**src/rtl/mem_arb_pkg.sv**
```systemverilog
// mem_arb_pkg: shared states, port ids and command field layout for the memory access arbiter
package mem_arb_pkg;
   typedef logic [1:0] state_t;
   localparam state_t ST_IDLE  = 2'd0;
   localparam state_t ST_ISSUE = 2'd1;
   localparam state_t ST_WAIT  = 2'd2;
   localparam state_t ST_DONE  = 2'd3;
   typedef enum logic {PORT_IF = 1'b0, PORT_DS = 1'b1} port_t;
   localparam int CMD_RW     = 2;
   localparam int CMD_SEL_HI = 1;
   localparam int CMD_SEL_LO = 0;
   localparam logic [1:0] SEL_RSVD = 2'b00;
   function automatic logic is_rsvd(input logic [2:0] cmd);
      return cmd[CMD_SEL_HI:CMD_SEL_LO] == SEL_RSVD;
   endfunction
endpackage

```
**src/rtl/mem_arb_rr2.sv**
```systemverilog
// mem_arb_rr2: two-requester round-robin picker, one-hot grant, bit 0 = IF, bit 1 = DS
module mem_arb_rr2
   import mem_arb_pkg::*;
(
   input  logic [1:0] req_i,
   input  logic       last_i,
   output logic [1:0] gnt_o
);
   // a lone requester always wins; on a tie the port not served last wins
   always_comb begin
      gnt_o[0] = req_i[0] & (~req_i[1] | (last_i == PORT_DS));
      gnt_o[1] = req_i[1] & (~req_i[0] | (last_i == PORT_IF));
   end
endmodule

```
**src/rtl/mem_access_arbiter.sv**
```systemverilog
// mem_access_arbiter: shares one memory controller between the IF and DS ports, one transfer per grant
module mem_access_arbiter
   import mem_arb_pkg::*;
#(
   parameter int WORD = 16
) (
   input  logic            clk_i,
   input  logic            rst_i,
   input  logic            if_req_i,
   input  logic [2:0]      if_cmd_i,
   input  logic [WORD-1:0] if_addr_i,
   input  logic [WORD-1:0] if_data_i,
   output logic            if_done_o,
   output logic            if_err_o,
   output logic [WORD-1:0] if_data_o,
   input  logic            ds_req_i,
   input  logic [2:0]      ds_cmd_i,
   input  logic [WORD-1:0] ds_addr_i,
   input  logic [WORD-1:0] ds_data_i,
   output logic            ds_done_o,
   output logic            ds_err_o,
   output logic [WORD-1:0] ds_data_o,
   output logic            mc_en_o,
   output logic [2:0]      mc_cmd_o,
   output logic [WORD-1:0] mc_addr_o,
   output logic [WORD-1:0] mc_data_o,
   input  logic            mc_busy_i,
   input  logic            mc_ack_i,
   input  logic [WORD-1:0] mc_data_i,
   output logic            busy_o
);
   state_t          state_q, state_d;
   port_t           win_q, last_q, nxt_win;
   logic            err_q, done, ack;
   logic [2:0]      cmd_q, nxt_cmd;
   logic [WORD-1:0] addr_q, wdata_q, if_rdata_q, ds_rdata_q;
   logic [1:0]      gnt;

   mem_arb_rr2 u_rr (
      .req_i ({ds_req_i, if_req_i}),
      .last_i(last_q),
      .gnt_o (gnt)
   );

   assign nxt_win = gnt[1] ? PORT_DS : PORT_IF;
   assign nxt_cmd = gnt[1] ? ds_cmd_i : if_cmd_i;
   assign ack     = mc_busy_i & mc_ack_i;

   // sequence one transfer; a reserved command bypasses the bus entirely
   always_comb begin
      state_d = state_q;
      case (state_q)
         ST_IDLE:  if (|gnt) state_d = is_rsvd(nxt_cmd) ? ST_DONE : ST_ISSUE;
         ST_ISSUE: state_d = ST_WAIT;
         ST_WAIT:  if (ack) state_d = ST_DONE;
         default:  state_d = ST_IDLE;
      endcase
   end

   // latch the winner's command at grant, capture read data on ack, rotate priority on completion
   always_ff @(posedge clk_i) begin
      if (rst_i) begin
         state_q    <= ST_IDLE;
         win_q      <= PORT_IF;
         last_q     <= PORT_DS;
         err_q      <= 1'b0;
         cmd_q      <= '0;
         addr_q     <= '0;
         wdata_q    <= '0;
         if_rdata_q <= '0;
         ds_rdata_q <= '0;
      end else begin
         state_q <= state_d;
         if (state_q == ST_IDLE && |gnt) begin
            win_q   <= nxt_win;
            cmd_q   <= nxt_cmd;
            addr_q  <= gnt[1] ? ds_addr_i : if_addr_i;
            wdata_q <= gnt[1] ? ds_data_i : if_data_i;
            err_q   <= is_rsvd(nxt_cmd);
         end
         if (state_q == ST_WAIT && ack && !cmd_q[CMD_RW]) begin
            if (win_q == PORT_DS) ds_rdata_q <= mc_data_i;
            else if_rdata_q <= mc_data_i;
         end
         if (state_q == ST_DONE) last_q <= win_q;
      end
   end

   assign done      = state_q == ST_DONE;
   assign busy_o    = state_q != ST_IDLE;
   assign mc_en_o   = state_q == ST_ISSUE;
   assign mc_cmd_o  = cmd_q;
   assign mc_addr_o = addr_q;
   assign mc_data_o = wdata_q;
   assign if_done_o = done & (win_q == PORT_IF);
   assign ds_done_o = done & (win_q == PORT_DS);
   assign if_err_o  = if_done_o & err_q;
   assign ds_err_o  = ds_done_o & err_q;
   assign if_data_o = if_rdata_q;
   assign ds_data_o = ds_rdata_q;
endmodule

```
**config.mk**
```make
export PLATFORM = sky130hd
export DESIGN_NAME = mem_access_arbiter
export DESIGN_NICKNAME = d
export VERILOG_FILES = /design/src/rtl/mem_arb_pkg.sv /design/src/rtl/mem_arb_rr2.sv /design/src/rtl/mem_access_arbiter.sv
export SDC_FILE = /design/constraint.sdc
export NUM_CORES = 1
export LEC_CHECK = 0
export CORE_MARGIN = 8
export CORE_UTILIZATION = 39
export DETAILED_ROUTE_END_ITERATION = 12
export PLACE_DENSITY_LB_ADDON = 0.3
export SYNTH_ARGS = -nofsm -noshare
export SYNTH_HDL_FRONTEND = slang
export SYNTH_SLANG_ARGS = --single-unit
```
**constraint.sdc**
```tcl
create_clock -name clk_i -period 2.1 [get_ports clk_i]
set_input_delay 0.42 -clock clk_i [delete_from_list [all_inputs] [get_ports clk_i]]
set_output_delay 0.42 -clock clk_i [all_outputs]
set_load 0.02 [all_outputs]
```
-- Word-level counts from Yosys, hierarchy flattened
Cells that the tools add are included.
- register bits after elaboration: 72
- bits in latches: 0
- bits in writable memories: 0
- bits in read-only memories: 0
- output and inout port bits: 73
- logic and storage cells: 46
- memories: 0
- $add $sub $neg: 0
- $mul: 0
- div/mod/pow operators: 0
- $lt $le $gt $ge: 0
- equality and inequality tests: 5
- shift-type cells: 0
- mux-type cells: 8
- bitwise operators: 13
- reduce and logical (&&, ||, !) cells: 11
- operator list (cell ; number):
    16-bit two-way mux ; 2
    1-bit AND ; 7
    2-bit two-way mux ; 3
    2-bit case mux with 3 select lines ; 1
    2-bit AND reduction ; 3
    2-bit equality test (second input constant) ; 2
    2-bit logical NOT ; 2
    1-bit inverter ; 4
    1-bit logical AND ; 3
    3-bit two-way mux ; 1
    2-bit by 1-bit equality test with 1-bit output (second input constant) ; 1
    2-bit by 1-bit inequality test with 1-bit output (second input constant) ; 1
    2-bit inequality test (second input constant) ; 1
    1-bit OR ; 2
    2-bit nonzero test ; 1
    2-bit OR reduction ; 1
    1-bit logical NOT ; 1
    1-bit two-way mux ; 1

-- Logic depth before layout (Yosys ltp)
Gate-level depths: netlist (run 1).
- word-level depth: 8
- gate-level depth with buffers: 7

-- Cells and area by module
Synthesis (run 1) repeated with hierarchy kept, for this count alone.
- cell total of the unflattened synthesis: 347
- area total of the unflattened synthesis: 3153.0 sq um
- by module, submodules not included (module ; times used ; cells an instance ; area an instance (sq um)):
    mem_access_arbiter ; 1 ; 344 ; 3134.3
    mem_arb_rr2 ; 1 ; 3 ; 18.8

-- Worst setup path after synthesis (run 1)
No wires, ideal clock.
- path type: register to register
- start point: register state_q[1]
- end point: register state_q[1]
- library setup time: 79 ps
- data arrival time: 1434 ps
- path slack: 587 ps
- cell stages (with the launch flop): 6
- path buffers: 0
- path through: dfxtp_1 inv_1 ha_1 or3b_2 a211o_1 o211ai_1
- cells in the longest elaborated chain, start to end: 3
- elaborated cells between the ends (all ways): 7
- those cells by class: eq/ne (4); mux (1); reduce/logical (2)
- RTL lines (element ; line ; RTL):
    start, declared ; mem_access_arbiter.sv:32 ; state_t state_q, state_d;
    start signal, assigned ; mem_access_arbiter.sv:73 ; state_q <= state_d;
    2-bit equality test or 2-bit logical NOT (tied branches) ; mem_access_arbiter.sv:52 ; case (state_q)
    2-bit inequality test (no source line) or 2-bit by 1-bit inequality test with 1-bit output (tied branches) ; n/a ;
    2-bit AND reduction (no source line) ; n/a ;
Parallel ways exist; a longest one is shown, timed or not.
A chain may end at the register's enable or synchronous reset.

-- Worst setup path in the final report (run 1)
- start point: register state_q[1]
- end point: output mc_en_o
- cells in the longest elaborated chain, start to end: 1
- RTL lines (element ; line ; RTL):
    2-bit by 1-bit equality test with 1-bit output ; mem_access_arbiter.sv:91 ; assign mc_en_o = state_q == ST_ISSUE;
    end, declared ; mem_access_arbiter.sv:23 ; output logic mc_en_o,
Every way passes these cells.

==> summary.md, run 1 <==
| Metric | Value |
|---|---|
| H-tree depth | `3` |
| Slew margin rel. | `49.80%` |
| Post-DP HPWL | `7.538 mm` |
| DRT antenna net count | `0` |
| Post-CTS Setup Bufs | `0` |
| Layout area overhead | `63.14%` |
| Die H | `105.1 µm` |
| Clk slew on worst S/H paths | `70 ps` |
| Crit-path cells | `inv_1, ha_1, clkdlybuf4s50_1` |
| Die Wd | `105.1 µm` |
| Max Slew Vio Count | `0` |
| Status | `finished, final reports clean` |
| Boundary Pins | `165` |
| Length in cells of the worst reg-to-reg path | `6` |
| DR iter-0 viols | `104` |
| Period utilization | `93.52%` |
| Clock Latency Late Sink | `330 ps` |
| Std cell rows | `32` |
| Fin nets | `595` |
| Mean Syn Cell Area | `8.946 µm²` |
| Yosys reg bits | `72` |
| Delay-heaviest family, CP | `buffers and inverters` |
| Worst Tran Pin Value | `753.0 ps` |
| Vias in the first global route | `3283` |
| First-pass GRT wire length | `15.92 mm` |
| Layout cells sized above 1 | `7.143%` |
| Sequential-to-total area share from yosys stat | `46.56%` |
| Setup Skew | `9.978 ps` |
| Core area | `0.007727 mm²` |
| Post-layout util | `65.35%` |
| Routability congestion estimate from global placement | `0.7760` |
| Root buf cell | `clkbuf_8` |
| R2r startpoint | `state_q[1]` |
| Max cap viols | `0` |
| Vias per inst | `5.145` |
| Pin count of the biggest net entering global routing | `42` |
| Worst R2R Setup Slack | `430 ps` |
| Asr flop ratio synth | `0%` |
| Count of different cell masters after synthesis | `30` |
| Mapped Area | `0.003095 mm²` |
| Worst hold-check path type | `reg2reg` |
| Commonest cells post-synth | `dfxtp_1, nor2_1, mux2i_1, a211oi_1, nand3_1` |
| Yosys top cell by area | `dfxtp_1` |
| Crit end category | `output pin` |
| Final TNS setup | `0 ps` |
| Final setup viols | `0` |
| RSZ-0062 raised after global routing | `no` |
| Final hold vios | `0` |
| Hold Path Depth | `2` |
| Hold Crit Start | `if_data_o[10]` |
| Clk sinks | `72` |
| CTS Hold Bufs | `0` |
| Starting density of the core | `40.06%` |
| Power per cell area | `1010 mW/mm²` |
| Cell with the most instances after synthesis | `dfxtp_1` |
| CTS tree | `built` |
| Clock Path Buffers | `2` |
| Worst hold slack | `475.3 ps` |
| Total CTS buffers | `9` |
| Worst endpoint data arrival time | `1540 ps` |
| Dpl cells | `590` |
| Number of synthesized flops with an enable pin | `0` |
| Fin crit period | `1964 ps` |
| Die area | `0.01104 mm²` |
| Setup crit start kind | `flop` |
| Initial antenna violation count | `0` |
| Vias | `3118` |
| Top post-synthesis cells by area | `dfxtp_1, mux2i_1, a211oi_1, nand3_1, a21oi_1` |
| Antenna cells | `0` |
| Routed len/inst | `16.31 µm` |
| Endpoint, Worst Hold | `if_data_o[10]` |
| GRT Overall Usage | `17.64%` |
| LEAKAGE | `0.001827 µW` |
| Fmax | `509.2 MHz` |
| Non-Filler Instances | `606` |
| Max stage delay on crit path | `620 ps` |
| Residual DRC count | `0` |
| Max VDD drop | `0.6992 mV` |
| Ys Warns | `0` |
| Crit-path slowest cell | `clkdlybuf4s50_1` |
| Grt ovf | `0` |
| Length of the first detailed-routing pass in iterations | `4` |
| Top cell type's share of synthesized area | `46.56%` |
| Ys flop type | `dfxtp_1` |
| Kind of critical path | `reg2out` |
| Syn Inst Count | `346` |
| Worst path required time | `1680 ps` |
| Port Buffer Count | `164` |
| Crit-path max FO | `3` |
| Mapped Nets | `442` |
| CP bufs+invs | `2` |
| Worst flop-to-flop path endpoint | `state_q[1]` |
| Final wirelength | `9.881 mm` |
==> final cells by class <==
| type | instances | area, µm² |
|---|---|---|
| Tap cell | 102 | 127.6 |
| Clock buffer | 11 | 151.4 |
| Fill cell | 649 | 2678 |
| Clock inverter | 5 | 63.81 |
| Sequential cell | 72 | 1441 |
| Inverter | 5 | 18.77 |
| Multi-Input combinational cell | 235 | 1484 |
| Timing Repair Buffer | 176 | 1763 |
==> metrics by stage <==
| step | power [µW] | worst slack [ps] | area [µm²] |
|---|---|---|---|
| 6_report | 5099 | 136.0 | 5050 |
| 5_1_grt | 5414 | 45.64 | 5050 |
| 4_1_cts | 5155 | 75.60 | 5057 |
| 3_5_place_dp | 4014 | 179.4 | 4848 |
| 3_3_place_gp | 3969 | 196.8 | 4848 |
| 2_1_floorplan | 2988 | 586.8 | 3095 |
==> sequential cells by signal (all words and copies together) (netlist names) <==
name       flops
state_q        2
last_q         1
mc_addr_o     16
mc_data_o     16
if_data_o     16
err_q          1
ds_data_o     16
win_q          1
mc_cmd_o       3
==> power breakdown <==
group          switching (µW)  internal [µW]  total, µW
sequential                164           1650       1810
combinational            1130           1010       2140
clock                     521            622       1140
total                    1810           3290       5100
==> cells by family (layout without fill, tap and decap cells) <==
logic type      Yosys count  in the layout  synth area share (%)
buf+inv                  39            197                 5.780
fa+ha+maj                 4              4                 1.617
mux                      36             36                 11.64
flops                    72             72                 46.56
compound gates          108            108                 21.30
simple gates             87             87                 13.10
==> repair_timing <==
action / in CTS / in global routing
endpoints found under the hold margin: 0 / 0
pin swaps: 0 / 0
endpoints found under the setup margin: 5 / 2
gates resized for setup: 5 / 4
==> metal layers <==
layer  share of wire (%)  wire length (µm)  vias to the layer above  global-route usage, %
met2                  47              4652                      120                  28.14
met3                  12              1140                       10                  9.521
met1                  40              3939                     1433                  19.24
met5                   0                 0                        -                      0
met4                 1.5               149                        0                  7.034
li1                    -                 -                     1555                      -
==> worst register-to-register path: cells and delay by family (launching register included) <==
family,cells,cell delay [ps]
simple gates,1,500
compound gates,2,360
flops,1,330
buf+inv,2,250
fa+ha+maj,1,170
==> cells in the final DEF, fill, tap and decap left out, types with 8 or more instances in the layout <==
| cell | n |
|---|---|
| clkdlybuf4s50_1 | 158 |
| dfxtp_1 | 72 |
| nand3_1 | 34 |
| buf_4 | 8 |
| nor2_1 | 42 |
| o21ai_0 | 32 |
| a21oi_1 | 33 |
| a211oi_1 | 35 |
| clkbuf_8 | 11 |
| mux2i_1 | 36 |
==> worst max path at each step <==
stage,from,endpoint,depth (start not counted)
5_1_grt,state_q[0],ds_err_o,3
4_1_cts,state_q[0],ds_done_o,4
3_3_place_gp,ds_req_i,mc_addr_o[0],5
2_1_floorplan,state_q[1],state_q[1],5
3_5_place_dp,ds_req_i,mc_data_o[12],5
6_report,state_q[1],mc_en_o,3
Note: power is estimated with default switching activity, not from simulation.
==> inputs of run 2 (changes only) <==
--- a/config.mk
+++ b/config.mk
@@ -5,9 +5,12 @@
 export SDC_FILE = /design/constraint.sdc
 export NUM_CORES = 1
 export LEC_CHECK = 0
+export CELL_PAD_IN_SITES_DETAIL_PLACEMENT = 1
+export CELL_PAD_IN_SITES_GLOBAL_PLACEMENT = 1
 export CORE_MARGIN = 8
-export CORE_UTILIZATION = 39
+export CORE_UTILIZATION = 28
 export DETAILED_ROUTE_END_ITERATION = 12
+export MAX_ROUTING_LAYER = met4
 export PLACE_DENSITY_LB_ADDON = 0.3
 export SYNTH_ARGS = -nofsm -noshare
 export SYNTH_HDL_FRONTEND = slang
==> constraint.sdc (replaced) <==
create_clock -name clk_i -period 2.1 [get_ports clk_i]
set_input_delay 0.525 -clock clk_i [delete_from_list [all_inputs] [get_ports clk_i]]
set_output_delay 0.525 -clock clk_i [all_outputs]
set_load 0.02 [all_outputs]
==> summary.md, run 2 (synthesis gave the netlist of run 1 again) <==
| Metric | Value |
|---|---|
| Dpl cell area | `0.004936 mm²` |
| Vias | `3165` |
| Kind of critical path | `reg2out` |
| Vias per inst | `4.915` |
| Layout cells sized above 1 | `7.143%` |
| Crit end category | `output pin` |
| Final setup viols | `0` |
| Die Wd | `121.1 µm` |
| Std cell rows | `38` |
| CP Launch Point | `state_q[0]` |
| R2r startpoint | `state_q[0]` |
| Max VDD drop | `0.6244 mV` |
| Max cap viols | `0` |
| Commonest non-fill, non-tap cell in the layout | `clkdlybuf4s50_1` |
| CTS tree | `built` |
| GRT Overall Usage | `16.10%` |
| Residual DRC count | `0` |
| Crit-path slowest cell | `dfxtp_1` |
| Core area | `0.01079 mm²` |
| Total CTS buffers | `9` |
| Period utilization | `95.52%` |
| Final hold vios | `0` |
| Vias in the first global route | `3573` |
| Crit-path max FO | `3` |
| Fmax | `498.5 MHz` |
| Antenna cells | `0` |
| Worst Tran Pin Value | `343.6 ps` |
| Delay-heaviest family, CP | `buffers and inverters` |
| Crit-path cells | `buf_4, inv_1, ha_1, inv_1, dlygate4sd2_1` |
| Clk sinks | `72` |
| H-tree depth | `3` |
| Most frequent cells in the layout | `clkdlybuf4s50_1, dfxtp_1, nor2_1, mux2i_1, a211oi_1` |
| RSZ-0062 raised after global routing | `no` |
| Die H | `121.1 µm` |
| Pin count of the biggest net entering global routing | `45` |
| Routability congestion estimate from global placement | `0.7436` |
| Die area | `0.01468 mm²` |
| Setup crit start kind | `flop` |
| Layout area overhead | `64.92%` |
| Fin crit period | `2006 ps` |
| Setup Skew | `13.10 ps` |
| Status | `finished, final reports clean` |
| Post-layout util | `47.30%` |
| CTS Hold Bufs | `0` |
| Clock Path Buffers | `2` |
| Grt ovf | `0` |
| Crit path top cell by count | `inv_1` |
| Final instance area | `0.005105 mm²` |
| Max stage delay on crit path | `350 ps` |
| Power per cell area | `991.4 mW/mm²` |
| Clk slew on worst S/H paths | `70 ps` |
| Post-DP HPWL | `8.896 mm` |
| First-pass GRT wire length | `18.09 mm` |
| Port Buffer Count | `164` |
| Starting density of the core | `28.68%` |
| Root buf cell | `clkbuf_8` |
| Worst hold-check path type | `reg2reg` |
| Initial antenna violation count | `0` |
| Worst path required time | `1570 ps` |
| Boundary Pins | `165` |
| DRT antenna net count | `0` |
| DR iter-0 viols | `109` |
| Slew margin rel. | `77.09%` |
| Fin nets | `597` |
| CP bufs+invs | `4` |
| Length of the first detailed-routing pass in iterations | `4` |
| Max Slew Vio Count | `0` |
| Worst endpoint data arrival time | `1480 ps` |
| Final wirelength | `11.57 mm` |
| Hold Crit Start | `if_data_o[14]` |
| LEAKAGE | `0.001827 µW` |
| Routed len/inst | `17.96 µm` |
| Clock Latency Late Sink | `350 ps` |
==> run 2: cell types whose count changed in the layout (fill, tap and decap cells not counted), sizes merged <==
| cell | change |
|---|---|
| buf | +2 |
| clkbuf | -2 |
| clkdlybuf4s15 | +1 |
| clkdlybuf4s50 | -1 |
| dlygate4sd2 | +1 |
| inv | -1 |
==> run 2: path summary, 6_finish.rpt <==
path                    to  slack (ps)  cells past startpoint
max                 busy_o          90                      5
min          if_data_o[14]         480                      2
max reg2reg     state_q[1]         290                      7
min reg2reg  if_data_o[14]         480                      2
==> run 2: repair_timing <==
action,4_1_cts,5_1_grt
setup buffers,0,0
endpoints found under the setup margin,6,2
resized for setup,8,3
==> run 2: metal layers <==
metal | routed length, µm | GRT usage, % | up-vias
li1 | - | - | 1555
met3 | 1085 | 6.329 | 21
met2 | 5267 | 25.35 | 128
met1 | 4952 | 17.75 | 1461
met5 | 0 | - | -
met4 | 260 | 7.093 | 0
==> run 2: final cells by class <==
| cell class | instances | area (µm²) |
|---|---|---|
| tap | 140 | 175.2 |
| inverter | 5 | 18.77 |
| clock buffer | 10 | 127.6 |
| multi-input combinational | 235 | 1486 |
| sequential | 72 | 1441 |
| clock inverter | 4 | 47.55 |
| fill | 1244 | 5688 |
| timing repair buffer | 178 | 1808 |
==> run 2: power by group <==
group | switching (µW) | total [µW] | internal, µW
Combinational | 1180 | 2210 | 1030
Sequential | 155 | 1810 | 1650
Clock | 516 | 1050 | 532
Total | 1850 | 5060 | 3210
==> run 2: per-stage QoR <==
stage / cells / hold WS, ps / setup WS [ps] / power [µW] / setup TNS (ps)
after global placement: 630 / 462.7 / 90.17 / 4018 / 0
final: 644 / 479.5 / 94.16 / 5061 / 0
after floorplan: 346 / 457.5 / 492.0 / 2988 / 0
after CTS: 644 / 481.3 / 22.73 / 5147 / 0
after global routing: 644 / 510.5 / 4.791 / 5390 / 0
after detailed placement: 630 / 471.1 / -7.361 / 4092 / -7.361
==> run 2: worst reg2reg max path: stages, from the launching register on <==
cell,delay (ps)
dfxtp_1,320
buf_4,140
inv_1,70
ha_1,170
buf_4,150
or3b_2,510
a211o_1,280
o211ai_1,90
==> inputs of run 3 (changes only) <==
--- a/config.mk
+++ b/config.mk
@@ -9,6 +9,7 @@
 export CELL_PAD_IN_SITES_GLOBAL_PLACEMENT = 1
 export CORE_MARGIN = 8
 export CORE_UTILIZATION = 28
+export CTS_CLUSTER_DIAMETER = 50
 export DETAILED_ROUTE_END_ITERATION = 12
 export MAX_ROUTING_LAYER = met4
 export PLACE_DENSITY_LB_ADDON = 0.3
==> results of run 3 <==
No change in the layout: final DEF, timing and power equal those of run 2.
